File: src/rtl/ts_word_unpacker.sv
// ts_word_unpacker
//   Receive-side reassembly of the LSB-first byte stream carrying 32-bit timestamp words
//   {line_id[3:0], ts[27:0]}. Bytes from the UART receiver are collected into words. If the
//   gap between two bytes of one word is too long, the partial word is discarded. Completed
//   words are queued in a small first-word-fall-through FIFO that drives an AXI-Stream master.
//
// Ports
//   clk            : single clock
//   resetn         : synchronous active-low reset
//   rx_dv, rx_byte : received-byte strobe and data
//   clr_status     : pulse, clears overflow and drop_count
//   m_axis_*       : AXI-Stream master (tdata/tvalid/tready)
//   m_line_id      : m_axis_tdata[31:28]
//   m_timestamp    : m_axis_tdata[27:0]
//   frame_err      : 1-cycle pulse when a partial word is discarded on timeout
//   overflow       : sticky flag, a completed word was dropped because the FIFO was full
//   drop_count     : saturating count of dropped words
module ts_word_unpacker #(
  parameter int unsigned TIMEOUT_CYCLES = 2080,
  parameter int unsigned FIFO_DEPTH     = 4
) (
  input  logic        clk,
  input  logic        resetn,
  input  logic        rx_dv,
  input  logic [7:0]  rx_byte,
  input  logic        clr_status,
  output logic [31:0] m_axis_tdata,
  output logic        m_axis_tvalid,
  input  logic        m_axis_tready,
  output logic [3:0]  m_line_id,
  output logic [27:0] m_timestamp,
  output logic        frame_err,
  output logic        overflow,
  output logic [15:0] drop_count
);

  localparam int unsigned PtrW   = (FIFO_DEPTH > 1) ? $clog2(FIFO_DEPTH) : 1;
  localparam int unsigned CntW   = PtrW + 1;
  localparam int unsigned TimerW = $clog2(TIMEOUT_CYCLES + 1);
  localparam logic [TimerW-1:0] TimeoutLast = TimerW'(TIMEOUT_CYCLES - 1);

  typedef enum logic [1:0] {StB0, StB1, StB2, StB3} state_e;

  state_e              state_q, state_d;
  logic [23:0]         asm_q, asm_d;
  logic [TimerW-1:0]   timer_q, timer_d;
  logic                frame_err_q, frame_err_d;
  logic [31:0]         mem_q [FIFO_DEPTH];
  logic [31:0]         mem_d [FIFO_DEPTH];
  logic [PtrW-1:0]     wr_ptr_q, wr_ptr_d;
  logic [PtrW-1:0]     rd_ptr_q, rd_ptr_d;
  logic [CntW-1:0]     count_q, count_d;
  logic                overflow_q, overflow_d;
  logic [15:0]         drop_cnt_q, drop_cnt_d;

  logic        push_req;
  logic        timeout;
  logic [31:0] push_word;
  logic        fifo_valid;
  logic        fifo_full;
  logic        pop;
  logic        push_ok;
  logic        drop;

  // State register.
  always_ff @(posedge clk) begin
    if (!resetn) begin
      state_q <= StB0;
    end else begin
      state_q <= state_d;
    end
  end

  // Next-state logic. A byte on the timeout cycle takes priority over the timeout.
  always_comb begin
    state_d = state_q;
    if (rx_dv) begin
      unique case (state_q)
        StB0: state_d = StB1;
        StB1: state_d = StB2;
        StB2: state_d = StB3;
        StB3: state_d = StB0;
        default: state_d = StB0;
      endcase
    end else if (timeout) begin
      state_d = StB0;
    end
  end

  // FSM outputs.
  always_comb begin
    push_req = 1'b0;
    timeout  = 1'b0;
    unique case (state_q)
      StB0:       ;
      StB1, StB2: timeout = !rx_dv && (timer_q == TimeoutLast);
      StB3: begin
        push_req = rx_dv;
        timeout  = !rx_dv && (timer_q == TimeoutLast);
      end
      default: ;
    endcase
  end

  assign push_word = {rx_byte, asm_q};

  // Assembly register, inter-byte timer and frame error pulse.
  always_comb begin
    asm_d = asm_q;
    if (timeout) begin
      asm_d = '0;
    end else if (rx_dv) begin
      unique case (state_q)
        StB0: asm_d[7:0]   = rx_byte;
        StB1: asm_d[15:8]  = rx_byte;
        StB2: asm_d[23:16] = rx_byte;
        StB3: ;
        default: ;
      endcase
    end
    timer_d     = (rx_dv || (state_q == StB0)) ? '0 : timer_q + TimerW'(1);
    frame_err_d = timeout;
  end

  // FIFO control. A push into a full FIFO is accepted only when a pop frees a slot
  // in the same cycle.
  assign fifo_valid = (count_q != '0);
  assign fifo_full  = (count_q == CntW'(FIFO_DEPTH));
  assign pop        = fifo_valid && m_axis_tready;
  assign push_ok    = push_req && (!fifo_full || pop);
  assign drop       = push_req && fifo_full && !pop;

  always_comb begin
    mem_d    = mem_q;
    wr_ptr_d = wr_ptr_q;
    rd_ptr_d = rd_ptr_q;
    count_d  = count_q;
    if (push_ok) begin
      mem_d[wr_ptr_q] = push_word;
      wr_ptr_d        = wr_ptr_q + PtrW'(1);
    end
    if (pop) begin
      rd_ptr_d = rd_ptr_q + PtrW'(1);
    end
    unique case ({push_ok, pop})
      2'b10:   count_d = count_q + CntW'(1);
      2'b01:   count_d = count_q - CntW'(1);
      default: count_d = count_q;
    endcase
  end

  // Status: the clear is applied first, so a drop in the clear cycle still registers.
  always_comb begin
    overflow_d = overflow_q;
    drop_cnt_d = drop_cnt_q;
    if (clr_status) begin
      overflow_d = 1'b0;
      drop_cnt_d = '0;
    end
    if (drop) begin
      overflow_d = 1'b1;
      if (drop_cnt_d != 16'hFFFF) begin
        drop_cnt_d = drop_cnt_d + 16'd1;
      end
    end
  end

  always_ff @(posedge clk) begin
    if (!resetn) begin
      asm_q       <= '0;
      timer_q     <= '0;
      frame_err_q <= 1'b0;
      for (int i = 0; i < FIFO_DEPTH; i++) begin
        mem_q[i] <= '0;
      end
      wr_ptr_q    <= '0;
      rd_ptr_q    <= '0;
      count_q     <= '0;
      overflow_q  <= 1'b0;
      drop_cnt_q  <= '0;
    end else begin
      asm_q       <= asm_d;
      timer_q     <= timer_d;
      frame_err_q <= frame_err_d;
      mem_q       <= mem_d;
      wr_ptr_q    <= wr_ptr_d;
      rd_ptr_q    <= rd_ptr_d;
      count_q     <= count_d;
      overflow_q  <= overflow_d;
      drop_cnt_q  <= drop_cnt_d;
    end
  end

  assign m_axis_tvalid = fifo_valid;
  assign m_axis_tdata  = fifo_valid ? mem_q[rd_ptr_q] : '0;
  assign m_line_id     = m_axis_tdata[31:28];
  assign m_timestamp   = m_axis_tdata[27:0];
  assign frame_err     = frame_err_q;
  assign overflow      = overflow_q;
  assign drop_count    = drop_cnt_q;

endmodule

File: config.mk
export PLATFORM = sky130hd
export DESIGN_NAME = ts_word_unpacker
export DESIGN_NICKNAME = d
export VERILOG_FILES = /design/src/rtl/ts_word_unpacker.sv
export SDC_FILE = /design/constraint.sdc
export NUM_CORES = 1
export LEC_CHECK = 0
export CORE_MARGIN = 10
export CORE_UTILIZATION = 52
export CTS_CLUSTER_SIZE = 12
export DETAILED_ROUTE_END_ITERATION = 6
export GPL_TIMING_DRIVEN = 0
export PLACE_DENSITY = 0.75
export SYNTH_ARGS = -nofsm -noshare
export SYNTH_HDL_FRONTEND = slang
export SYNTH_SLANG_ARGS = --single-unit
export TNS_END_PERCENT = 50
File: constraint.sdc
create_clock -name clk -period 2.6 [get_ports clk]
set_clock_uncertainty 0.15 [all_clocks]
set_input_delay 0.26 -clock clk [delete_from_list [all_inputs] [get_ports clk]]
set_output_delay 0.26 -clock clk [all_outputs]
set_load 0.02 [all_outputs]
==> impl_metrics.ini, run 1 <==
[run_status]
status = complete, no violations

[drt]
drcViolationCount = 0
avgViaCountPerCell = 5.54
via_count = 7596
drt_iter0_markers = 834
wl_per_cell_um = 17.3
route.antenna.remaining_nets = 0
wirelength_mm = 23.7
firstDrtPassIters = 5

[final_layout]
antenna_cells = 0
area_growth_pct = 21.1
regArea_um2 = 3830
fin_cells = 1370
drive_gt1_share_pct = 16.0
multi_input_area_um2 = 4190
n_fill_cell = 1373
nNetsFinal = 1169

[timing]
setup_viol = 0
slew_headroom_pct = 55.0
tightest_slew_ps = 675
holdWs_ps = 297
max_freq_mhz = 392
drv_slew = 0
hold_viol = 0
rsz0062_at_grt = true
final.period_utilization_pct = 98.0
fin_crit_ps = 2550

[placement]
place.gp.congestion = 0.893
post-dp-hpwl_mm = 16.3
dpl.cell_count = 1335
portBuffers = 94

[pwr]
cell_internal_pwr_mw = 4.49
p_seq_share_pct = 51.6
finalPower_mw = 5.79
combPwrFrac_pct = 4.4
leakage_nw = 3.81
p_sw_mw = 1.29
ir_worst_vdd_uv = 566
powerDensity_nw_per_um2 = 557
netSwitchingFraction_pct = 22.4
p_clk_share_pct = 44.1

[grt]
grt_max_degree = 17
gr-usage-all-layers_pct = 21.3
grt_pass1_vias = 7261
antenna_found_initial = 0
globalRouteOverflowTotal = 0
grt_pass1_wl_mm = 38.0

[setup_path]
path_class = flop to output pin
crit_arrival_ps = 2140
reg2regPathDepth = 8
crit_path_end_kind = output pin
r2r-end = mem_q[46]
timing.critical_path.fanout_max = 7
crit_start = rd_ptr_q[1]
crit_required_ps = 2190
crit_path_start_kind = flop
r2r-start = state_q[1]
reg2reg_slack_ps = 180

[clocking]
cts_root_buf = clkbuf_16
hold_buffers = 0
cts.sinks = 191
cts_inserted_buffers = 17
cts_buffer_depth = 2
cts_tree = built
h-tree-depth = 4
clock_latency_ps = 430
cts.clk_slew.worst_paths_ps = 70

[logic_synthesis]
syn_avg_cell_area_um2 = 8.38
synth_area_um2 = 8590
synth_compound_area_share_pct = 11.6
synth-simple-area-share_pct = 23.4
ys_ff_latch = 191
yosys_warnings = 0
yosysSeqAreaShare_pct = 44.5
syn_nets = 1050
synthMuxAreaShare_pct = 10.1
synth-adder-area-share_pct = 1.84
synth_cell_types = 45
synth_top_family_by_area = simple AND/OR/NAND/NOR gates
synthCells = 1025
synth_flop_cell = dfxtp_1
synth-async-reset-ratio_pct = 0
synth_edf_count = 0
synth_xor_area_share_pct = 1.53

[hold_path]
worst_hold_path_type = input port to flop
hp-start = rx_dv
holdPathStages = 4
hold_end = timer_q[11]

[flow_run]
cap_violations = 0

[floorplan]
die_area_um2 = 22100
die_y_um = 149
rows = 46
io_pins = 96
start_util_pct = 53.5
core_area_um2 = 16100
fp.dieW_um = 149
==> cells in the final DEF, fill, tap and decap left out, drive strengths merged, types with 4 or more instances in the layout <==
master,instances
nand2,298
clkinv,5
mux2i,15
nor2,27
inv,13
xnor2,8
mux4,32
dfxtp,191
o2111ai,5
and2,37
nand3,50
dlygate4sd2,12
or3,4
nor4,4
xor2,7
clkdlybuf4s50,30
nand3b,4
ha,11
clkbuf,89
and3,7
a21o,9
nand4,7
buf,91
a21oi,162
==> state kept, by name (all words and copies together), names as in the netlist, 2 cells and up <==
signal	cells
mem_q	128
timer_q	12
drop_count	16
count_q	3
rd_ptr_q	2
asm_q	24
wr_ptr_q	2
state_q	2
==> layer usage <==
layer  GRT usage, %  part of all wire, %  up-vias
met4           6.84                  1.6        0
li1               -                    -     3664
met5              0                    0        -
met2           34.4                   48      289
met3           5.31                  8.6       35
met1           27.2                   42     3608
==> critical path, stage by stage (launching register included) <==
cell	delay [ps]
dfxtp_4	490
buf_12	160
buf_4	110
mux4_2	500
and2_4	180
buf_4	120
buf_4	140
==> synthesized netlist by cell type (2+ instances only) <==
cell / n / share of area (%)
nand3b_1: 4 / 0.35
mux2i_1: 15 / 1.7
and4_1: 2 / 0.20
nor2_1: 27 / 1.2
nor4_1: 3 / 0.22
nor2b_1: 2 / 0.15
xnor2_1: 8 / 0.82
and2_1: 37 / 2.7
clkbuf_1: 53 / 2.3
a21o_1: 9 / 0.79
a2111oi_0: 2 / 0.20
or3_1: 3 / 0.22
a21oi_1: 162 / 9.4
dfxtp_1: 191 / 45
nand2_1: 298 / 13
a211oi_1: 3 / 0.26
nand4_1: 7 / 0.51
ha_1: 11 / 1.6
buf_4: 32 / 2.8
nand3_1: 50 / 2.9
inv_1: 13 / 0.57
xor2_1: 7 / 0.71
o21ai_0: 3 / 0.17
and3_1: 6 / 0.44
buf_2: 16 / 0.93
nor3_1: 3 / 0.17
buf_1: 4 / 0.17
mux4_2: 32 / 8.4
o2111ai_1: 5 / 0.51
nor4b_1: 2 / 0.20
==> power by group through the flow <==
stage,clock network [mW],registers [mW],logic [mW]
6_report,2.55,2.98,0.253
4_1_cts,2.57,2.98,0.247
5_1_grt,2.69,2.98,0.275
3_3_place_gp,0,3.05,0.243
2_1_floorplan,0,3.03,0.146
3_5_place_dp,0,3.05,0.246
==> repair_timing <==
action | CTS | global route
gates cloned | 0 | 1
endpoints found under the setup margin | 66 | 21
gates resized for setup | 106 | 66
hold endpoints to repair | 0 | 0
setup buffers | 1 | 7
pin swaps | 0 | 2
==> logic make-up after synthesis <==
kind of cell,after synthesis
AO/OA/AOI/OAI,186
buffers and inverters,120
XOR/XNOR,15
multiplexers,47
adder cells (fa/ha/maj),12
flip-flops,191
AND/OR/NAND/NOR,454
==> worst max-delay path by stage <==
| stage | endpoint | cells past startpoint |
|---|---|---|
| 2_1_floorplan | count_q[2] | 9 |
| 3_3_place_gp | m_timestamp[11] | 6 |
| 3_5_place_dp | m_timestamp[11] | 6 |
| 4_1_cts | m_timestamp[0] | 5 |
| 5_1_grt | m_timestamp[2] | 6 |
| 6_report | m_timestamp[21] | 6 |
==> final cells by class <==
| type | count | share of cell area (%) |
|---|---|---|
| plain buffers | 103 | 5.75 |
| repair buffers | 103 | 8.57 |
| multi-input cells | 714 | 40.3 |
| clock inverters | 7 | 0.842 |
| flip-flops and latches | 191 | 36.8 |
| well taps | 216 | 2.60 |
| inverters | 14 | 0.505 |
| clock buffers | 22 | 4.56 |
==> through the flow <==
step           utilization, %  cell area (um^2)  setup WS [ps]  setup TNS [ps]
6_report                 64.7             10400           51.3               0
3_3_place_gp             61.0              9800           -434          -20480
2_1_floorplan               -              8590            275               0
5_1_grt                  64.7             10400          -6.15           -11.9
4_1_cts                  64.3             10300          -50.0            -342
3_5_place_dp             61.0              9800           -416          -20350
(Power assumes the default switching activity.)
==> run 2, diff against run 1 <==
--- a/config.mk
+++ b/config.mk
@@ -10,7 +10,7 @@
 export CTS_CLUSTER_SIZE = 12
 export DETAILED_ROUTE_END_ITERATION = 6
 export GPL_TIMING_DRIVEN = 0
-export PLACE_DENSITY = 0.75
+export PLACE_DENSITY = 0.85
 export SYNTH_ARGS = -nofsm -noshare
 export SYNTH_HDL_FRONTEND = slang
 export SYNTH_SLANG_ARGS = --single-unit
==> impl_metrics.ini, run 2 (synthesis results as in run 1) <==
[run_status]
status = complete, no violations

[final_layout]
final_util_pct = 64.2
final_cell_mix = nand2_1, dfxtp_1, a21oi_1
n_fill_cell = 1308
regMostFlops = mem_q
nNetsFinal = 1160
area_growth_pct = 20.1
final_common_cell = nand2_1
antenna_cells = 0
drive_gt1_share_pct = 14.1
largest_reg_flops = 128

[setup_path]
max_stage_delay_ps = 520
reg2regPathDepth = 7
crit_path_start_kind = flop
r2r-end = asm_q[2]
r2r-start = state_q[0]
cp_cell_sequence = clkbuf_4 -> mux4_2 -> and2_1 -> dlygate4sd2_1
crit_arrival_ps = 2150
crit_start = rd_ptr_q[0]
path_class = flop to output pin
crit_path_end_kind = output pin
timing.critical_path.fanout_max = 10
reg2reg_slack_ps = 120
crit_required_ps = 2190
slowest_stage = dfxtp_2

[drt]
wirelength_mm = 24.1
firstDrtPassIters = 5
drcViolationCount = 0
route.antenna.remaining_nets = 0
via_count = 7894
drt_iter0_markers = 861
avgViaCountPerCell = 5.79
wl_per_cell_um = 17.7

[grt]
grt_max_degree = 19
grt_pass1_wl_mm = 38.4
globalRouteOverflowTotal = 0
grt_pass1_vias = 7508
gr-usage-all-layers_pct = 21.4
antenna_found_initial = 0

[placement]
place.gp.congestion = 0.886
portBuffers = 94
post-dp-hpwl_mm = 16.5

[timing]
max_freq_mhz = 391
drv_slew = 0
tns_ps = 0
slew_headroom_pct = 55.2
hold_viol = 0
holdWs_ps = 277
rsz0062_at_grt = true
tightest_slew_ps = 673
setup_viol = 0
fin_crit_ps = 2560
final.period_utilization_pct = 98.3

[floorplan]
rows = 46
io_pins = 96
core_area_um2 = 16100
die_y_um = 149
die_area_um2 = 22100
start_util_pct = 53.5
fp.dieW_um = 149

[hold_path]
worst_hold_path_type = input port to flop
holdPathStages = 4
hp-start = rx_dv
hold_end = timer_q[11]

[clocking]
cts_inserted_buffers = 17
cts_tree = built
cts.sinks = 191
h-tree-depth = 4
cts_buffer_depth = 2
cts_root_buf = clkbuf_16
clock_latency_ps = 440
hold_buffers = 0
cts.clk_slew.worst_paths_ps = 70

[pwr]
powerDensity_nw_per_um2 = 554
ir_worst_vdd_uv = 494
leakage_nw = 3.77
finalPower_mw = 5.71

[flow_run]
cap_violations = 0
[run 2: cell count changes in the layout (fill, tap and decap cells not counted), sizes merged]
cell | before | now
buf | 91 | 85
dlygate4sd2 | 12 | 25
bufinv | 2 | 0
clkinv | 5 | 6
clkbuf | 89 | 68
clkinvlp | 1 | 3
inv | 13 | 20
[run 2: timing repair]
item / 4_1_cts / 5_1_grt
gates resized for setup: 116 / 13
endpoints found under the setup margin: 66 / 29
endpoints found under the hold margin: 0 / 0
setup buffers: 0 / 0
[run 2: worst max-delay path: cells and delay by family, from the launching register on]
kind	cells	cell delay (ps)
flops	1	520
buf+inv	2	660
simple gates	1	200
mux	1	330
[run 2: worst max-delay path by stage]
stage / endpoint / slack (ps) / cells past startpoint
6_report: m_axis_tdata[25] / 40 / 4
2_1_floorplan: count_q[2] / 270 / 9
3_5_place_dp: m_timestamp[11] / -440 / 6
4_1_cts: m_axis_tdata[17] / 10 / 3
5_1_grt: count_q[2] / -10 / 9
3_3_place_gp: m_timestamp[11] / -420 / 6
[run 2: layer usage]
layer | vias to the layer above | part of all wire (%) | track usage, %
li1 | 3653 | - | -
met1 | 3724 | 39 | 26.7
met2 | 459 | 48 | 35.7
met3 | 58 | 9.4 | 4.34
met4 | 0 | 2.9 | 8.33
met5 | - | 0 | 0
[run 2: through the flow]
step / instances / cell area, um^2 / worst slack, ps
2_1_floorplan: 1025 / 8590 / 275
3_3_place_gp: 1335 / 9800 / -420
3_5_place_dp: 1335 / 9800 / -439
4_1_cts: 1364 / 10300 / 10.8
5_1_grt: 1364 / 10300 / -11.3
6_report: 1364 / 10300 / 43.3
[run 2: report_power, final]
part | internal, mW | switching [mW] | total [mW]
Combinational | 0.0736 | 0.185 | 0.259
Clock | 1.26 | 1.22 | 2.47
Sequential | 2.95 | 0.0340 | 2.98
[run 2: cell type report]
type | instances | area (um^2) | area share [%]
plain buffers | 103 | 598 | 5.80
clock buffers | 17 | 425 | 4.12
clock inverters | 15 | 129 | 1.25
inverters | 14 | 52.6 | 0.510
multi-input cells | 714 | 4180 | 40.5
flip-flops and latches | 191 | 3830 | 37.1
well taps | 216 | 270 | 2.62
repair buffers | 94 | 832 | 8.07
==> run 3, diff against run 2 <==
--- a/config.mk
+++ b/config.mk
@@ -6,11 +6,11 @@
 export NUM_CORES = 1
 export LEC_CHECK = 0
 export CORE_MARGIN = 10
-export CORE_UTILIZATION = 52
+export CORE_UTILIZATION = 45
 export CTS_CLUSTER_SIZE = 12
 export DETAILED_ROUTE_END_ITERATION = 6
 export GPL_TIMING_DRIVEN = 0
-export PLACE_DENSITY = 0.85
+export PLACE_DENSITY = 0.76
 export SYNTH_ARGS = -nofsm -noshare
 export SYNTH_HDL_FRONTEND = slang
 export SYNTH_SLANG_ARGS = --single-unit
==> impl_metrics.ini, run 3 (synthesis results as in run 1) <==
[timing]
max_freq_mhz = 390
holdWs_ps = 269
hold_viol = 0
setup_viol = 0
drv_slew = 0
final.period_utilization_pct = 98.6
tightest_slew_ps = 705
slew_headroom_pct = 53.0
fin_crit_ps = 2560
fin_ws_ps = 35.5
tns_ps = 0

[placement]
portBuffers = 94
post_dp_cell_area_um2 = 9820
post-dp-hpwl_mm = 16.6
place.gp.congestion = 0.868
post-place-ws_ps = -424

[pwr]
netSwitchingFraction_pct = 25.3
powerDensity_nw_per_um2 = 554
finalPower_mw = 5.77
p_sw_mw = 1.46
leakage_nw = 3.77
p_clk_share_pct = 43.9
cell_internal_pwr_mw = 4.31
combPwrFrac_pct = 4.4
p_seq_share_pct = 51.7
ir_worst_vdd_uv = 460

[flow_run]
cap_violations = 0

[floorplan]
fp.dieW_um = 158
core_area_um2 = 18800
start_util_pct = 45.8
die_y_um = 158
die_area_um2 = 25000
io_pins = 96
rows = 50

[setup_path]
slowest_stage = mux4_2
crit_path_end_kind = output pin
path_class = flop to output pin
endpoint = m_timestamp[7]
r2r-start = state_q[0]
reg2reg_slack_ps = 160
timing.critical_path.fanout_max = 10
max_stage_delay_ps = 490
cp_cell_sequence = buf_12 -> mux4_2 -> and2_1 -> buf_4 -> dlygate4sd2_1
crit_required_ps = 2190
r2r-end = count_q[2]
crit_path_start_kind = flop
reg2regPathDepth = 10
crit_start = rd_ptr_q[1]
crit_arrival_ps = 2150

[clocking]
hold_buffers = 0
h-tree-depth = 4
cts_buffer_depth = 2
cts.sinks = 191
cts_root_buf = clkbuf_16
cts.clk_slew.worst_paths_ps = 70
cts_tree = built
clock_latency_ps = 440
cts_inserted_buffers = 17

[run_status]
status = finished, violations left
violations = DRC

[final_layout]
regMostFlops = mem_q
drive_gt1_share_pct = 14.0
nNetsFinal = 1166
final_common_cell = nand2_1
largest_reg_flops = 128
antenna_cells = 0
regArea_um2 = 3830
multi_input_area_um2 = 4190
final_cell_mix = nand2_1, dfxtp_1, a21oi_1
area_growth_pct = 21.3
n_fill_cell = 1706
design_area_um2 = 10400

[grt]
grt_pass1_vias = 7256
grt_pass1_wl_mm = 37.8
globalRouteOverflowTotal = 0
grt_max_degree = 19
antenna_found_initial = 0
gr-usage-all-layers_pct = 19.0

[drt]
wirelength_mm = 23.9
avgViaCountPerCell = 5.51
drcViolationCount = 5
drt_iter0_markers = 758
route.antenna.remaining_nets = 0
firstDrtPassIters = 7
via_count = 7653
wl_per_cell_um = 17.2

[hold_path]
worst_hold_path_type = input port to flop
==> run 3: worst min path at each step <==
stage,cells after the start,slack (ps),start,to
5_1_grt,2,320,mem_q[61],mem_q[61]
6_report,4,270,rx_dv,timer_q[11]
3_3_place_gp,2,290,mem_q[21],mem_q[21]
3_5_place_dp,2,290,mem_q[25],mem_q[25]
2_1_floorplan,2,250,rx_byte[0],mem_q[120]
4_1_cts,4,240,rx_dv,timer_q[11]
==> run 3: stage by stage <==
stage / util (%) / cells
2_1_floorplan: - / 1025
3_3_place_gp: 52.3 / 1353
3_5_place_dp: 52.3 / 1353
4_1_cts: 55.3 / 1383
5_1_grt: 55.5 / 1388
6_report: 55.5 / 1388
==> run 3: cell type report <==
| cell class | count | area share [%] |
|---|---|---|
| Multi-Input combinational cell | 714 | 40.2 |
| Sequential cell | 191 | 36.8 |
| Buffer | 103 | 5.76 |
| Clock buffer | 19 | 4.25 |
| Timing Repair Buffer | 100 | 8.52 |
| Inverter | 14 | 0.505 |
| Tap cell | 234 | 2.81 |
| Clock inverter | 13 | 1.19 |
==> run 3: timing repair <==
action,in CTS,in global routing
gates resized for setup,106,22
setup endpoints to repair,66,16
pin swaps,0,0
buffers inserted,1,5
==> run 3: metal layers <==
layer  global-route usage [%]  wire, um
met5                        0         0
met4                     6.88       567
met3                     3.66      1650
met2                     32.2     11800
met1                     23.6      9960
==> run 3: power groups by stage <==
| stage | clock network [mW] | logic, mW | registers (mW) |
|---|---|---|---|
| 2_1_floorplan | 0 | 0.146 | 3.03 |
| 3_3_place_gp | 0 | 0.242 | 3.04 |
| 3_5_place_dp | 0 | 0.247 | 3.05 |
| 4_1_cts | 2.55 | 0.250 | 2.98 |
| 5_1_grt | 2.67 | 0.278 | 2.98 |
| 6_report | 2.53 | 0.255 | 2.98 |
==> run 3: worst max-delay path: cells and delay by family (launching register included) <==
kind                   cells  cell delay, ps
buffers and inverters      3             600
flip-flops                 1             450
multiplexers               1             490
AND/OR/NAND/NOR            1             170
